<file path="src/rtl/ps2_host_tx_if.sv">
// ps2_host_tx_if: command handshake, status and PS/2 pin signals of the host transmitter
interface ps2_host_tx_if;
  logic       start;
  logic [7:0] data;
  logic       ps2_clk;
  logic       ps2_data;
  logic       ps2_clk_oe;
  logic       ps2_data_oe;
  logic       busy;
  logic       done;
  logic       error;
  modport master (
    output start, data, ps2_clk, ps2_data,
    input  ps2_clk_oe, ps2_data_oe, busy, done, error
  );
  modport slave (
    input  start, data, ps2_clk, ps2_data,
    output ps2_clk_oe, ps2_data_oe, busy, done, error
  );
endinterface

</file>
<file path="src/rtl/ps2_host_tx.sv">
// ps2_host_tx: sends one command byte from host to PS/2 device over open-drain clock/data pins
module ps2_host_tx #(
  parameter int INHIBIT_CYCLES = 5000,
  parameter int TIMEOUT_CYCLES = 1000000
) (
  input logic         clk_i,
  input logic         rst_i,
  ps2_host_tx_if.slave bus
);
  localparam int IW = $clog2(INHIBIT_CYCLES);
  localparam int TW = $clog2(TIMEOUT_CYCLES);
  typedef enum logic [2:0] {IDLE, INHIBIT, REQ, SHIFT, ACK, WAIT_IDLE, DONE} state_t;
  state_t        state_q, state_d;
  logic [IW-1:0] icnt_q, icnt_d;
  logic [TW-1:0] tcnt_q, tcnt_d;
  logic [9:0]    shift_q, shift_d;
  logic [3:0]    bitcnt_q, bitcnt_d;
  logic          doe_q, doe_d;
  logic          flag_q, flag_d;
  logic          err_q, err_d;
  logic [1:0]    clk_s_q, dat_s_q;
  logic          clk_prev_q;
  logic          fe, timeout, inh_last;
  assign fe       = clk_prev_q & ~clk_s_q[1];
  assign timeout  = tcnt_q == TW'(TIMEOUT_CYCLES - 1);
  assign inh_last = icnt_q == IW'(INHIBIT_CYCLES - 1);
  always_ff @(posedge clk_i or posedge rst_i) begin
    if (rst_i) begin
      state_q    <= IDLE;
      icnt_q     <= '0;
      tcnt_q     <= '0;
      shift_q    <= '0;
      bitcnt_q   <= '0;
      doe_q      <= 1'b0;
      flag_q     <= 1'b0;
      err_q      <= 1'b0;
      clk_s_q    <= '0;
      dat_s_q    <= '0;
      clk_prev_q <= 1'b0;
    end else begin
      state_q    <= state_d;
      icnt_q     <= icnt_d;
      tcnt_q     <= tcnt_d;
      shift_q    <= shift_d;
      bitcnt_q   <= bitcnt_d;
      doe_q      <= doe_d;
      flag_q     <= flag_d;
      err_q      <= err_d;
      clk_s_q    <= {clk_s_q[0], bus.ps2_clk};
      dat_s_q    <= {dat_s_q[0], bus.ps2_data};
      clk_prev_q <= clk_s_q[1];
    end
  end
  always_comb begin
    state_d  = state_q;
    icnt_d   = icnt_q;
    tcnt_d   = tcnt_q;
    shift_d  = shift_q;
    bitcnt_d = bitcnt_q;
    doe_d    = doe_q;
    flag_d   = flag_q;
    err_d    = err_q;
    case (state_q)
      IDLE: if (bus.start) begin
        shift_d = {1'b1, ~^bus.data, bus.data};
        err_d   = 1'b0;
        flag_d  = 1'b0;
        icnt_d  = '0;
        state_d = INHIBIT;
      end
      INHIBIT: begin
        icnt_d = icnt_q + IW'(1);
        if (inh_last) begin
          tcnt_d  = '0;
          state_d = REQ;
        end
      end
      REQ, SHIFT, ACK, WAIT_IDLE: begin
        tcnt_d = tcnt_q + TW'(1);
        // timeout wins over a falling edge seen in the same cycle
        if (timeout) begin
          doe_d   = 1'b0;
          err_d   = 1'b1;
          state_d = DONE;
        end else if (state_q == WAIT_IDLE) begin
          if (clk_s_q[1] && dat_s_q[1]) begin
            err_d   = flag_q;
            state_d = DONE;
          end
        end else if (fe && state_q == ACK) begin
          flag_d  = dat_s_q[1];
          state_d = WAIT_IDLE;
        end else if (fe) begin
          doe_d    = ~shift_q[0];
          shift_d  = shift_q >> 1;
          bitcnt_d = state_q == REQ ? 4'd1 : bitcnt_q + 4'd1;
          state_d  = state_q == REQ ? SHIFT : bitcnt_q == 4'd9 ? ACK : SHIFT;
        end
      end
      DONE: begin
        doe_d   = 1'b0;
        state_d = IDLE;
      end
      default: state_d = IDLE;
    endcase
  end
  assign bus.ps2_clk_oe  = state_q == INHIBIT;
  assign bus.ps2_data_oe = (state_q == INHIBIT && inh_last) || state_q == REQ || (state_q == SHIFT && doe_q);
  assign bus.busy        = state_q != IDLE;
  assign bus.done        = state_q == DONE;
  assign bus.error       = err_q;
endmodule

</file>
<file path="src/flat_wrapper.sv">
// flat-port wrapper written by rule: the top's interface ports become plain ports
module ps2_host_tx_flat 
#(
  parameter int INHIBIT_CYCLES = 5000,
  parameter int TIMEOUT_CYCLES = 1000000
)
  (clk_i, rst_i, bus_start, bus_data, bus_ps2_clk, bus_ps2_data, bus_ps2_clk_oe, bus_ps2_data_oe, bus_busy, bus_done, bus_error);
  ps2_host_tx_if bus_i ();
  input logic clk_i;
  input logic rst_i;
  input wire logic [$bits(bus_i.start)-1:0] bus_start;
  input wire logic [$bits(bus_i.data)-1:0] bus_data;
  input wire logic [$bits(bus_i.ps2_clk)-1:0] bus_ps2_clk;
  input wire logic [$bits(bus_i.ps2_data)-1:0] bus_ps2_data;
  output wire logic [$bits(bus_i.ps2_clk_oe)-1:0] bus_ps2_clk_oe;
  output wire logic [$bits(bus_i.ps2_data_oe)-1:0] bus_ps2_data_oe;
  output wire logic [$bits(bus_i.busy)-1:0] bus_busy;
  output wire logic [$bits(bus_i.done)-1:0] bus_done;
  output wire logic [$bits(bus_i.error)-1:0] bus_error;
  assign bus_i.start = bus_start;
  assign bus_i.data = bus_data;
  assign bus_i.ps2_clk = bus_ps2_clk;
  assign bus_i.ps2_data = bus_ps2_data;
  assign bus_ps2_clk_oe = bus_i.ps2_clk_oe;
  assign bus_ps2_data_oe = bus_i.ps2_data_oe;
  assign bus_busy = bus_i.busy;
  assign bus_done = bus_i.done;
  assign bus_error = bus_i.error;
  ps2_host_tx #(.INHIBIT_CYCLES(INHIBIT_CYCLES), .TIMEOUT_CYCLES(TIMEOUT_CYCLES)) u_core (.clk_i(clk_i), .rst_i(rst_i), .bus(bus_i));
endmodule
</file>
<file path="config.mk">
export PLATFORM = sky130hd
export DESIGN_NAME = ps2_host_tx_flat
export DESIGN_NICKNAME = d
export VERILOG_FILES = /design/src/rtl/ps2_host_tx_if.sv /design/src/rtl/ps2_host_tx.sv /design/src/flat_wrapper.sv
export SDC_FILE = /design/constraint.sdc
export NUM_CORES = 1
export LEC_CHECK = 0
export CORE_ASPECT_RATIO = 1.2
export CORE_MARGIN = 2
export CORE_UTILIZATION = 35
export DETAILED_ROUTE_END_ITERATION = 8
export GPL_TIMING_DRIVEN = 0
export SLEW_MARGIN = 20
export SYNTH_ARGS = -nofsm -noshare
export SYNTH_HDL_FRONTEND = slang
export SYNTH_SLANG_ARGS = --single-unit
</file>
<file path="constraint.sdc">
create_clock -name clk_i -period 2.25 [get_ports clk_i]
set_clock_uncertainty 0.1 [all_clocks]
set_input_delay 0.675 -clock clk_i [delete_from_list [all_inputs] [get_ports clk_i]]
set_output_delay 0.675 -clock clk_i [all_outputs]
set_load 0.05 [all_outputs]
</file>
== Yosys cells after proc, flatten, opt, wreduce, memory -nomap -nowiden ==
Index checks and enable logic that the tools add are counted.
Word-level totals
  bits in registers: 58
  output and inout port bits: 5
Cells by class
  add/subtract/negate cells: 3
  equal/unequal tests: 23
  muxes and demuxes: 35
  bitwise gates (word level): 6
  reductions and logical operators: 22
Operators with widths (count)
  10-bit two-way mux: 5
  20-bit case mux with 2 select lines: 1
  3-bit two-way mux: 9
  13-bit case mux with 2 select lines: 1
  20-bit by 1-bit adder with 20-bit output, second input constant: 1
  20-bit == test, second input constant: 1
  20-bit two-way mux: 1
  10-bit case mux with 2 select lines: 1
  13-bit by 1-bit adder with 13-bit output, second input constant: 1
  13-bit == test, second input constant: 1
  13-bit two-way mux: 1
  4-bit AND reduction: 3
  1-bit two-way mux: 11
  5-bit AND reduction: 2
  3-bit == test, second input constant: 3
  3-bit by 1-bit inequality test with 1-bit output, second input constant: 3
  3-bit case mux with 3 select lines: 1
  2-bit inequality test, second input constant: 4
  2-bit nonzero test: 4
  8-bit XNOR reduction: 1
  3-bit by 2-bit == test with 1-bit output, second input constant: 2
  2-bit by 1-bit inequality test with 1-bit output, second input constant: 3
  3-bit by 2-bit inequality test with 1-bit output, second input constant: 2
  1-bit case mux with 2 select lines: 3
  other kinds (15): 24

== Logic depth before layout (Yosys ltp) ==
  depth in word-level cells: 8
  gate-level depth with buffers: 7

== Worst setup path before layout ==
Ideal clock, no wire load.
  path type: reg2out
  from: register u_core.icnt_q[3]
  to: output port bus_ps2_data_oe
  arrival time: 2.135 ns
  data required time: 1.475 ns
  path slack: -0.660 ns
  cell stages (with the launch flop): 5
  buffers on the path: 0
  cells stage by stage: dfrtp_1 or4b_2 nor3_1 nand2_1 a21oi_1
On the way
  word-level cells in the longest chain between the ends: 4
RTL lines
  start, declared: RTL line ps2_host_tx.sv:14  | logic [IW-1:0] icnt_q, icnt_d;
  start signal, assigned: RTL line ps2_host_tx.sv:42  | icnt_q <= icnt_d;
  13-bit == test: RTL line ps2_host_tx.sv:26  | assign inh_last = icnt_q == IW'(INHIBIT_CYCLES - 1);
  1-bit logical AND: RTL line ps2_host_tx.sv:108  | assign bus.ps2_data_oe = (state_q == INHIBIT && inh_last) || state_q == REQ || (state_q == SHIFT && doe_q);
  1-bit logical OR (2 in a row): RTL line ps2_host_tx.sv:108
  end, declared: RTL line flat_wrapper.sv:16  | output wire logic [$bits(bus_i.ps2_data_oe)-1:0] bus_ps2_data_oe;
Every way passes these cells.

== Worst setup path after layout ==
  from: register u_core.icnt_q[5]
  to: output port bus_ps2_data_oe
The elaborated chain is that of the path after synthesis.

==> impl_metrics.csv <==
group,metric,value,unit
outcome,status,"finished, violations left",
outcome,failed_checks,"setup timing",
synthesis,yosysUniqueCellTypes,53,
place,place_ws,-1023,ps
timing,hold_viol,0,
clock_tree,cts.reportedPaths.clkPinSlew,70,ps
routing,routedWlPerCell,14.61,um
timing,fin_crit,2667,ps
clock_tree,cts_tree,"yes",
cells_and_area,num_antenna_cells,0,
global_routing,grt_pass1_wl,12340,um
routing,ant_nets,0,
worst_setup_path,path_cells,"or4b_4, nor3_4, nand2_2, a21oi_4, buf_6",
cells_and_area,layout_commonest_cell,"dfrtp_1",
worst_setup_path,start_kind,"register",
timing,setup_ws,-417.2,ps
worst_setup_path,worstPathArrival,1890,ps
routing,drt-pass1-iter-count,4,
global_routing,grt_pass1_vias,2582,
synthesis,synth_edf_count,0,
timing,slew_violations,0,
synthesis,synth_area,3142,um2
timing,slew_headroom,64.99,%
synthesis,avgSynthCellArea,9.520,um2
worst_setup_path,critical_path_class,"register to output port",
floorplan,design.core.area,8657,um2
worst_setup_path,cp_max_fo,2,
routing,totalWireLength,7332,um
clock_tree,clkSinkCount,58,
routing,drc,0,
synthesis,syn_inst,330,
timing,setup_violations,3,
worst_setup_path,slowest_stage,"or4b_4",
place,hpwl,4723,um
worst_hold_path,hold_end,"u_core.dat_s_q[1]$_DFF_PP0_",
synthesis,yosys_warnings,0,
power_and_ir_drop,max-vdd-ir-drop,0.3277,mV
floorplan,dieHeight,107.8,um
worst_hold_path,hp-start,"u_core.dat_s_q[0]$_DFF_PP0_",
routing,vias,2584,
clock_tree,cts-root-buf,"clkbuf_8",
global_routing,grt_start_max_net_pins,57,
job,cap_violations,0,
worst_setup_path,cp_top_family,"simple AND/OR/NAND/NOR gates",
routing,dr.first_iter.drc_count,144,
worst_hold_path,hold_depth,0,
power_and_ir_drop,p_total,4.464,mW
clock_tree,cts_buffers,9,
worst_setup_path,cp_num_buf_inv,1,
global_routing,gr-usage-all-layers,15.80,%
cells_and_area,nets,398,
worst_setup_path,cp.required,1470,ps
clock_tree,htree_levels,3,
power_and_ir_drop,leakage,1.762,nW
cells_and_area,mostFrequentLayoutCells,"dfrtp_1, nand2_1, nor2_1, o21ai_0, nand3_1",
timing,worst_slew_pin_slew,522.6,ps
synthesis,synth_seq_area_share,46.20,%
clock_tree,cts.path.max_buffers,2,
cells_and_area,finalInstanceArea,4084,um2
synthesis,synth-seq-cells,58,
floorplan,floorplan.initialDensity,36.29,%
cells_and_area,n_fill_cell,836,
global_routing,antenna_found_initial,0,
synthesis,synthArstFlopShare,100.0,%
timing,rsz0062_at_grt,"yes",
worst_setup_path,slowest_delay,560,ps
place,postPlaceCellArea,3505,um2
worst_setup_path,reg2reg_to,"u_core.state_q[1]$_DFFE_PP0P_",
worst_setup_path,worstReg2RegStart,"u_core.state_q[1]$_DFFE_PP0P_",
worst_setup_path,r2r_cells,7,
clock_tree,clkLatencyLatePin,340,ps
power_and_ir_drop,powerDensity,1093,nW/um2
place,gp_congestion,0.8783,
synthesis,syn-num-nets,347,
timing,maxClockFrequency,374.9,MHz
place,portBuffers,17,
worst_hold_path,hp-class,"register to register",
worst_setup_path,reg2reg_slack,0,ps
cells_and_area,drive_gt1_share,23.90,%
floorplan,fp-row-count,37,
cells_and_area,synthToLayoutAreaGrowth,29.99,%
floorplan,fp.dieW,90.49,um
routing,detail_route.vias_per_cell,5.147,
floorplan,io_pins,18,
global_routing,overflow,0,
cells_and_area,multi_input_area,1735,um2
floorplan,dieArea,9753,um2
synthesis,synth_top_flop_cell,"dfrtp_1",
cells_and_area,regArea,1454,um2
worst_setup_path,end_kind,"output port",
timing,timing.final.crit_share,118.5,%
==> worst max path at each step <==
stage                                             start                            to  depth (start not counted)
after floorplan            u_core.icnt_q[3]$_DFFE_PP0P_               bus_ps2_data_oe                          4
after global placement                            rst_i  u_core.icnt_q[2]$_DFFE_PP0P_                          2
after detailed placement   u_core.icnt_q[3]$_DFFE_PP0P_               bus_ps2_data_oe                          5
after CTS                  u_core.icnt_q[6]$_DFFE_PP0P_               bus_ps2_data_oe                          5
after global routing      u_core.icnt_q[10]$_DFFE_PP0P_               bus_ps2_data_oe                          5
final                      u_core.icnt_q[5]$_DFFE_PP0P_               bus_ps2_data_oe                          5
==> area by class of cell <==
| class | instances | area share, % |
|---|---|---|
| Multi-Input combinational cell | 252 | 42.49 |
| Sequential cell | 58 | 35.60 |
| Timing Repair Buffer | 39 | 9.559 |
| Tap cell | 117 | 3.585 |
| Clock buffer | 10 | 3.370 |
| Clock inverter | 5 | 2.512 |
| Buffer | 10 | 1.593 |
| Inverter | 11 | 1.287 |
==> what timing repair did <==
item / CTS / global route
cloned: 0 / 1
pin swaps: 7 / 5
hold buffers: 0 / 0
endpoints found under the setup margin: 35 / 40
buffers inserted: 16 / 6
gates resized for setup: 48 / 24
==> cell usage after synthesis, drive strengths merged, types with 3 or more instances <==
| cell | number | area, um2 |
|---|---|---|
| a21oi | 7 | 35.03 |
| a31oi | 3 | 18.77 |
| and3 | 7 | 43.79 |
| buf | 5 | 31.28 |
| clkbuf | 5 | 18.77 |
| dfrtp | 58 | 1451 |
| ha | 4 | 50.05 |
| inv | 10 | 37.54 |
| mux2 | 11 | 157.7 |
| nand2 | 53 | 198.9 |
| nand2b | 3 | 18.77 |
| nand3 | 17 | 85.08 |
| nand4 | 7 | 43.79 |
| nor2 | 26 | 113.9 |
| nor3 | 12 | 60.06 |
| nor4 | 5 | 46.29 |
| o211ai | 4 | 30.03 |
| o21a | 3 | 22.52 |
| o21ai | 25 | 125.1 |
| o31ai | 4 | 30.03 |
| or3 | 4 | 25.02 |
| or4b | 3 | 30.03 |
| xnor2 | 17 | 148.9 |
| xor2 | 10 | 87.58 |
==> report_power, final <==
part	internal [mW]	switching, mW
clock network	0.758	0.432
logic	0.778	0.885
registers	1.35	0.261
total	2.89	1.58
==> metrics by stage <==
step,instances,utilization [%],setup TNS [ps],hold WS (ps)
detailed placement,465,40.48,-6361,245.5
global route,502,47.17,-1028,255.8
finish,502,47.17,-530.3,242.1
CTS,496,45.57,-1570,252.6
floorplan,330,-,-270.7,231.2
global placement,464,40.14,-67820,241.1
==> cells by family after synthesis <==
kind of cell	after synthesis	share of synthesized area (%)
AO/OA/AOI/OAI	58	11.99
XOR/XNOR	27	7.527
adder cells (fa/ha/maj)	4	1.593
buffers and inverters	21	2.907
flip-flops	58	46.20
multiplexers	12	5.336
AND/OR/NAND/NOR	150	24.45
==> metal layers <==
| metal | GRT usage (%) | wire length [um] |
|---|---|---|
| met1 | 19.72 | 3350 |
| met2 | 26.39 | 3596 |
| met3 | 4.062 | 239 |
| met4 | 5.824 | 145 |
| met5 | 0 | 0 |
==> state kept, by name, summed over array words and instances (netlist names) <==
register / count
u_core.clk_s_q: 2
u_core.bus.error: 1
u_core.shift_q: 10
u_core.tcnt_q: 20
u_core.clk_prev_q: 1
u_core.dat_s_q: 2
u_core.flag_q: 1
u_core.bitcnt_q: 4
u_core.state_q: 3
u_core.icnt_q: 13
u_core.doe_q: 1
(Power assumes the default switching activity.)
